==> src/rtl/cdb_arb_if.sv <==
// ============================================================================
//  Module      : cdb_arb_if
//  Description : Functional-unit completion requests and four-slot CDB bundle
//                for the completion-bus arbiter.
//  Revision    : 1.0 - initial release
// ============================================================================
`default_nettype none

`ifndef CDB_WIDTH
`define CDB_WIDTH 3
`endif

interface cdb_arb_if #(
    parameter int NUM_FU = 6
) ();
    logic [NUM_FU-1:0]          fu_req;
    logic [7*NUM_FU-1:0]        fu_pr_tag;
    logic [5*NUM_FU-1:0]        fu_ar_tag;
    logic [NUM_FU-1:0]          fu_grant;

    logic [`CDB_WIDTH-1:0]      cdb_broadcast;
    logic [6:0]                 cdb_pr_tag0;
    logic [6:0]                 cdb_pr_tag1;
    logic [6:0]                 cdb_pr_tag2;
    logic [6:0]                 cdb_pr_tag3;
    logic [4:0]                 cdb_ar_tag0;
    logic [4:0]                 cdb_ar_tag1;
    logic [4:0]                 cdb_ar_tag2;
    logic [4:0]                 cdb_ar_tag3;

    // Arbiter side
    modport master (
        input  fu_req, fu_pr_tag, fu_ar_tag,
        output fu_grant, cdb_broadcast,
        output cdb_pr_tag0, cdb_pr_tag1, cdb_pr_tag2, cdb_pr_tag3,
        output cdb_ar_tag0, cdb_ar_tag1, cdb_ar_tag2, cdb_ar_tag3
    );

    // Functional units and CDB consumers
    modport slave (
        output fu_req, fu_pr_tag, fu_ar_tag,
        input  fu_grant, cdb_broadcast,
        input  cdb_pr_tag0, cdb_pr_tag1, cdb_pr_tag2, cdb_pr_tag3,
        input  cdb_ar_tag0, cdb_ar_tag1, cdb_ar_tag2, cdb_ar_tag3
    );
endinterface

`default_nettype wire

==> src/rtl/cdb_arb.sv <==
// ============================================================================
//  Module      : cdb_arb
//  Description : Completion-bus arbiter, grants up to four FU completions per
//                cycle and drives the registered four-slot CDB.
//                Define CDB_ARB_RR_EN for round-robin scan; otherwise fixed
//                priority from FU 0.
//  Revision    : 1.0 - initial release
// ============================================================================
`default_nettype none

`ifndef CDB_WIDTH
`define CDB_WIDTH 3
`endif

module cdb_arb #(
    parameter int NUM_FU = 6
) (
    input  wire logic   clock,
    input  wire logic   reset,
    input  wire logic   rob_mispredict,
    cdb_arb_if.master   bus
);

    localparam int              NUM_CDB   = 4;
    localparam int              PTR_W     = $clog2(NUM_FU);
    localparam logic [PTR_W:0]  c_num_fu  = (PTR_W+1)'(NUM_FU);
    localparam logic [2:0]      c_num_cdb = 3'(NUM_CDB);

    logic [6:0]         w_fu_pr [NUM_FU];
    logic [4:0]         w_fu_ar [NUM_FU];

    logic [NUM_FU-1:0]  w_grant;
    logic [6:0]         w_pr [NUM_CDB];
    logic [4:0]         w_ar [NUM_CDB];
    logic [2:0]         w_cnt;
    logic [PTR_W-1:0]   w_start;
    logic [PTR_W:0]     w_sum;
    logic [PTR_W-1:0]   w_idx;
    logic               w_en;

    logic [`CDB_WIDTH-1:0] r_bcast;
    logic [6:0]         r_pr [NUM_CDB];
    logic [4:0]         r_ar [NUM_CDB];

    for (genvar g = 0; g < NUM_FU; g++) begin : g_unpack
        assign w_fu_pr[g] = bus.fu_pr_tag[7*g +: 7];
        assign w_fu_ar[g] = bus.fu_ar_tag[5*g +: 5];
    end

`ifdef CDB_ARB_RR_EN
    logic [PTR_W-1:0]   r_rr_ptr;
    logic [PTR_W-1:0]   w_last;

    assign w_start = r_rr_ptr;

    always_ff @(posedge clock or posedge reset) begin
        if (reset) begin
            r_rr_ptr <= '0;
        end else if (w_cnt != 3'd0) begin
            r_rr_ptr <= (w_last == PTR_W'(NUM_FU-1)) ? '0 : w_last + PTR_W'(1);
        end
    end
`else
    assign w_start = '0;
`endif

    // Grant is suppressed during reset and recovery, which also zeroes the
    // next broadcast and freezes the scan pointer.
    assign w_en = !reset && !rob_mispredict;

    always_comb begin
        w_grant = '0;
        w_cnt   = 3'd0;
        w_sum   = '0;
        w_idx   = '0;
        for (int s = 0; s < NUM_CDB; s++) begin
            w_pr[s] = '0;
            w_ar[s] = '0;
        end
`ifdef CDB_ARB_RR_EN
        w_last  = '0;
`endif
        for (int k = 0; k < NUM_FU; k++) begin
            w_sum = {1'b0, w_start} + (PTR_W+1)'(k);
            if (w_sum >= c_num_fu) begin
                w_sum = w_sum - c_num_fu;
            end
            w_idx = w_sum[PTR_W-1:0];
            if (w_en && bus.fu_req[w_idx] && (w_cnt < c_num_cdb)) begin
                w_grant[w_idx]    = 1'b1;
                w_pr[w_cnt[1:0]]  = w_fu_pr[w_idx];
                w_ar[w_cnt[1:0]]  = w_fu_ar[w_idx];
                w_cnt             = w_cnt + 3'd1;
`ifdef CDB_ARB_RR_EN
                w_last            = w_idx;
`endif
            end
        end
    end

    always_ff @(posedge clock or posedge reset) begin
        if (reset) begin
            r_bcast <= '0;
            for (int s = 0; s < NUM_CDB; s++) begin
                r_pr[s] <= '0;
                r_ar[s] <= '0;
            end
        end else begin
            r_bcast <= (`CDB_WIDTH)'(w_cnt);
            for (int s = 0; s < NUM_CDB; s++) begin
                r_pr[s] <= w_pr[s];
                r_ar[s] <= w_ar[s];
            end
        end
    end

    assign bus.fu_grant      = w_grant;
    assign bus.cdb_broadcast = r_bcast;
    assign bus.cdb_pr_tag0   = r_pr[0];
    assign bus.cdb_pr_tag1   = r_pr[1];
    assign bus.cdb_pr_tag2   = r_pr[2];
    assign bus.cdb_pr_tag3   = r_pr[3];
    assign bus.cdb_ar_tag0   = r_ar[0];
    assign bus.cdb_ar_tag1   = r_ar[1];
    assign bus.cdb_ar_tag2   = r_ar[2];
    assign bus.cdb_ar_tag3   = r_ar[3];

endmodule

`default_nettype wire
==> src/flat_wrapper.sv <==
// flat-port wrapper written by rule: the top's interface ports become plain ports
module cdb_arb_flat 
#(
    parameter int NUM_FU = 6
)
  (clock, reset, rob_mispredict, bus_fu_req, bus_fu_pr_tag, bus_fu_ar_tag, bus_fu_grant, bus_cdb_broadcast, bus_cdb_pr_tag0, bus_cdb_pr_tag1, bus_cdb_pr_tag2, bus_cdb_pr_tag3, bus_cdb_ar_tag0, bus_cdb_ar_tag1, bus_cdb_ar_tag2, bus_cdb_ar_tag3);
  cdb_arb_if #(.NUM_FU(NUM_FU)) bus_i ();
  input  wire logic clock;
  input  wire logic reset;
  input  wire logic rob_mispredict;
  input wire logic [$bits(bus_i.fu_req)-1:0] bus_fu_req;
  input wire logic [$bits(bus_i.fu_pr_tag)-1:0] bus_fu_pr_tag;
  input wire logic [$bits(bus_i.fu_ar_tag)-1:0] bus_fu_ar_tag;
  output wire logic [$bits(bus_i.fu_grant)-1:0] bus_fu_grant;
  output wire logic [$bits(bus_i.cdb_broadcast)-1:0] bus_cdb_broadcast;
  output wire logic [$bits(bus_i.cdb_pr_tag0)-1:0] bus_cdb_pr_tag0;
  output wire logic [$bits(bus_i.cdb_pr_tag1)-1:0] bus_cdb_pr_tag1;
  output wire logic [$bits(bus_i.cdb_pr_tag2)-1:0] bus_cdb_pr_tag2;
  output wire logic [$bits(bus_i.cdb_pr_tag3)-1:0] bus_cdb_pr_tag3;
  output wire logic [$bits(bus_i.cdb_ar_tag0)-1:0] bus_cdb_ar_tag0;
  output wire logic [$bits(bus_i.cdb_ar_tag1)-1:0] bus_cdb_ar_tag1;
  output wire logic [$bits(bus_i.cdb_ar_tag2)-1:0] bus_cdb_ar_tag2;
  output wire logic [$bits(bus_i.cdb_ar_tag3)-1:0] bus_cdb_ar_tag3;
  assign bus_i.fu_req = bus_fu_req;
  assign bus_i.fu_pr_tag = bus_fu_pr_tag;
  assign bus_i.fu_ar_tag = bus_fu_ar_tag;
  assign bus_fu_grant = bus_i.fu_grant;
  assign bus_cdb_broadcast = bus_i.cdb_broadcast;
  assign bus_cdb_pr_tag0 = bus_i.cdb_pr_tag0;
  assign bus_cdb_pr_tag1 = bus_i.cdb_pr_tag1;
  assign bus_cdb_pr_tag2 = bus_i.cdb_pr_tag2;
  assign bus_cdb_pr_tag3 = bus_i.cdb_pr_tag3;
  assign bus_cdb_ar_tag0 = bus_i.cdb_ar_tag0;
  assign bus_cdb_ar_tag1 = bus_i.cdb_ar_tag1;
  assign bus_cdb_ar_tag2 = bus_i.cdb_ar_tag2;
  assign bus_cdb_ar_tag3 = bus_i.cdb_ar_tag3;
  cdb_arb #(.NUM_FU(NUM_FU)) u_core (.clock(clock), .reset(reset), .rob_mispredict(rob_mispredict), .bus(bus_i));
endmodule
==> config.mk <==
export PLATFORM = sky130hd
export DESIGN_NAME = cdb_arb_flat
export DESIGN_NICKNAME = d
export VERILOG_FILES = /design/src/rtl/cdb_arb_if.sv /design/src/rtl/cdb_arb.sv /design/src/flat_wrapper.sv
export SDC_FILE = /design/constraint.sdc
export NUM_CORES = 1
export LEC_CHECK = 0
export BUFFER_PORTS_ARGS = -buffer_cell sky130_fd_sc_hd__buf_2
export CORE_MARGIN = 2
export CORE_UTILIZATION = 40
export CTS_CLUSTER_SIZE = 12
export DETAILED_ROUTE_END_ITERATION = 6
export GPL_ROUTABILITY_DRIVEN = 0
export PLACE_DENSITY = 0.72
export SYNTH_ARGS = -nofsm -noshare
export SYNTH_HDL_FRONTEND = slang
export SYNTH_SLANG_ARGS = --single-unit
==> constraint.sdc <==
create_clock -name clock -period 5 [get_ports clock]
set_input_delay 0 -clock clock [delete_from_list [all_inputs] [get_ports clock]]
set_output_delay 0 -clock clock [all_outputs]
set_load 0.01 [all_outputs]
==> reports/metrics.csv <==
metric,value,unit
cp-end-kind,flop,
multi_input_area,0.002047,sq mm
antenna_found_initial,0,
vias,3990,
grt_pass1_wl,19.29,mm
synth_area,0.003543,sq mm
fmax,0.2683,GHz
crit_chain,"buf_2, nor2_1, nand2_1, ha_1, or4b_1, o211ai_1, and3_1, ha_1, nand2_1, nand3_1, or3_1, inv_2, a41oi_2, or4b_1",
start_util,41.03,%
antenna_cells,0,
cts_num_sinks,51,
synthFlopType,dfrtp_1,
grt_pass1_vias,3851,
rows,34,
vias_per_cell,6.186,
nets,623,
hold_path.class,primary input to flop,
start_kind,primary input,
cp_top_family,simple AND/OR/NAND/NOR gates,
cp_max_fo,13,
max-vdd-ir-drop,96.94,uV
grt-busiest-layer,met2,
critical_path_buf_inv_count,2,
dieArea,0.009628,sq mm
slew_viol_final,0,
yosys-top-cells-area,"dfrtp_1 36%, mux2i_1 9.9%, o21ai_0 8.9%",
fin_crit_sh,74.53,%
core,0.008636,sq mm
wire_per_inst,19.23,microns
yosys.area.top_type_share,36.02,%
root_buffer,clkbuf_8,
slowest_stage,a41oi_2,
seq_area,0.001276,sq mm
drt_iter0_markers,585,
hold_path_startpoint,bus_fu_ar_tag[27],
cts_tree,done,
critPathKind,primary input to flop,
seq_area_frac_synth,36.02,%
period_needed,3.726,ns
syn_area_per_cell,8.858,sq um
finalHoldViolations,1,
fillerInstances,800,
yosysUniqueCellTypes,47,
drive_gt1_share,32.22,%
synth_warnings,0,
clock_path_buffers,2,
min_path_cells,3,
synth-edff-count,0,
cp.arrival,3.90,ns
grt_overflow,0,
clk_pin_slew,0.10,ns
status,finished with violations,
finalSetupViolations,0,
fp.dieH,98.12,microns
synthToLayoutAreaGrowth,29.17,%
syn_inst,400,
maxCapViolCount,0,
drc,0,
worstMarginPinSlew,1.137,ns
yosys.area.top_type,dfrtp_1,
port-buffer-count,137,
rsz0062_at_grt,no,
setup_tns,0,ns
gr-usage-met2,39.94,%
grt_max_degree,52,
drt-pass1-iter-count,7,
die_width,98.12,microns
htree_levels,2,
async_reset_ff_share,100.0,%
leakage,2.357,nW
slew_headroom,23.92,%
crit_required,5.18,ns
met1_usage,34.00,%
whs,-0.003588,ns
synth-seq-cells,51,
post-dp-hpwl,8.765,mm
post_cts_resized,0,
use_met3,4.223,%
drt.antenna.violating_nets,0,
grt_usage,24.90,%
slowest_delay,0.60,ns
synth_nets,486,
routed_wl,12.41,mm
power.density,205.0,mW/mm^2
cts_buffers,5,
min_to,u_core.bus.cdb_ar_tag2[2],
failed_checks,negative hold slack,
io_pins,138,
-- how the worst max path moves through the flow --
stage,end,slack (ns),depth (start not counted),start
2_1_floorplan,u_core.bus.cdb_broadcast[2],1.36,17,bus_fu_req[0]
3_3_place_gp,u_core.bus.cdb_broadcast[2],1.20,14,rob_mispredict
3_5_place_dp,u_core.bus.cdb_broadcast[2],1.02,14,rob_mispredict
4_1_cts,u_core.bus.cdb_broadcast[2],1.35,14,rob_mispredict
5_1_grt,u_core.bus.cdb_broadcast[2],0.92,14,rob_mispredict
6_report,u_core.bus.cdb_broadcast[2],1.27,14,rob_mispredict
-- report_power, final --
part | switching, W | total [W] | internal [W]
clock network | 0.000137 | 0.000233 | 0.0000961
logic | 0.000155 | 0.000260 | 0.000104
registers | 0.00000672 | 0.000445 | 0.000439
-- through the flow --
step | cells | area, sq um | setup WS, ns | utilization, % | power [W]
after floorplan | 400 | 3543 | 1.356 | - | 0.0005905
final | 645 | 4577 | 1.274 | 53.00 | 0.0009383
after global placement | 621 | 4324 | 1.195 | 50.07 | 0.0006955
after detailed placement | 621 | 4324 | 1.021 | 50.07 | 0.0007005
after global routing | 645 | 4577 | 0.9173 | 53.00 | 0.0009784
after CTS | 645 | 4577 | 1.348 | 53.00 | 0.0009377
-- layer usage --
layer | up-vias | wire, microns
met1 | 1892 | 4908
li1 | 1777 | -
met2 | 286 | 5624
met5 | - | 0
met4 | 0 | 385
met3 | 35 | 1489
-- flip-flops by register name, summed over array words and instances, names as in the netlist --
signal	cells
u_core.bus.cdb_ar_tag2	5
u_core.bus.cdb_ar_tag1	5
u_core.bus.cdb_broadcast	3
u_core.bus.cdb_ar_tag3	5
u_core.bus.cdb_pr_tag1	7
u_core.bus.cdb_pr_tag3	7
u_core.bus.cdb_pr_tag0	7
u_core.bus.cdb_pr_tag2	7
u_core.bus.cdb_ar_tag0	5
-- area by class of cell --
type	count	area share (%)
well taps	108	2.952
clock inverters	2	0.3007
clock buffers	5	1.504
flip-flops and latches	51	27.88
repair buffers	162	20.01
inverters	32	2.624
multi-input cells	285	44.72
-- timing repair --
action	CTS	global route
hold buffers	17	0
buffers inserted	0	0
endpoints found under the hold margin	17	0
-- cells by family after synthesis --
logic type               Yosys count  share of synthesized area, %
AO/OA/AOI/OAI                    141                         28.18
AND/OR/NAND/NOR                   96                         14.16
buffers and inverters             64                         7.698
flip-flops                        51                         36.02
multiplexers                      36                         10.20
XOR/XNOR                           6                         1.695
adder cells (fa/ha/maj)            6                         2.048
-- cell usage after synthesis (all sizes together) (2+ instances only) --
cell,count
dfrtp,51
o21ai,64
and4,2
nand2b,2
nor2b,2
buf,7
nor4b,2
nand2,29
inv,32
nand3b,2
o211a,2
a41oi,4
a222oi,12
nor3,6
ha,5
a21oi,3
nor3b,2
o211ai,28
or3,2
xor2,2
clkbuf,25
nand3,30
nor2,7
xnor2,4
a22oi,14
or4b,2
mux2i,35
a221o,12
nor4,3
-- placed cells by master, fill, tap and decap left out, types with 2 or more instances in the layout --
cell | synthesis | final
nand2b_1 | 2 | 2
nor3_2 | 0 | 4
or3_1 | 2 | 2
a41oi_1 | 2 | 2
clkbuf_8 | 0 | 5
o21ai_0 | 63 | 63
buf_2 | 1 | 137
a22oi_1 | 14 | 14
nor2_1 | 6 | 6
dfrtp_1 | 51 | 51
a221o_1 | 12 | 12
o211ai_1 | 28 | 28
nand3b_1 | 2 | 2
and4_1 | 2 | 2
dlygate4sd3_1 | 0 | 17
o211a_1 | 2 | 2
inv_1 | 30 | 29
nor4_1 | 3 | 2
xor2_1 | 2 | 2
nor3b_2 | 0 | 2
nand2_1 | 29 | 29
nand3_1 | 30 | 30
a41oi_2 | 2 | 2
mux2i_1 | 35 | 35
or4b_1 | 2 | 2
inv_2 | 2 | 3
nor2b_1 | 2 | 2
nor3_1 | 6 | 2
buf_4 | 4 | 8
a222oi_1 | 12 | 12
a21oi_1 | 2 | 2
ha_1 | 5 | 5
xnor2_1 | 3 | 3
Power figures use the tool's default switching activity.
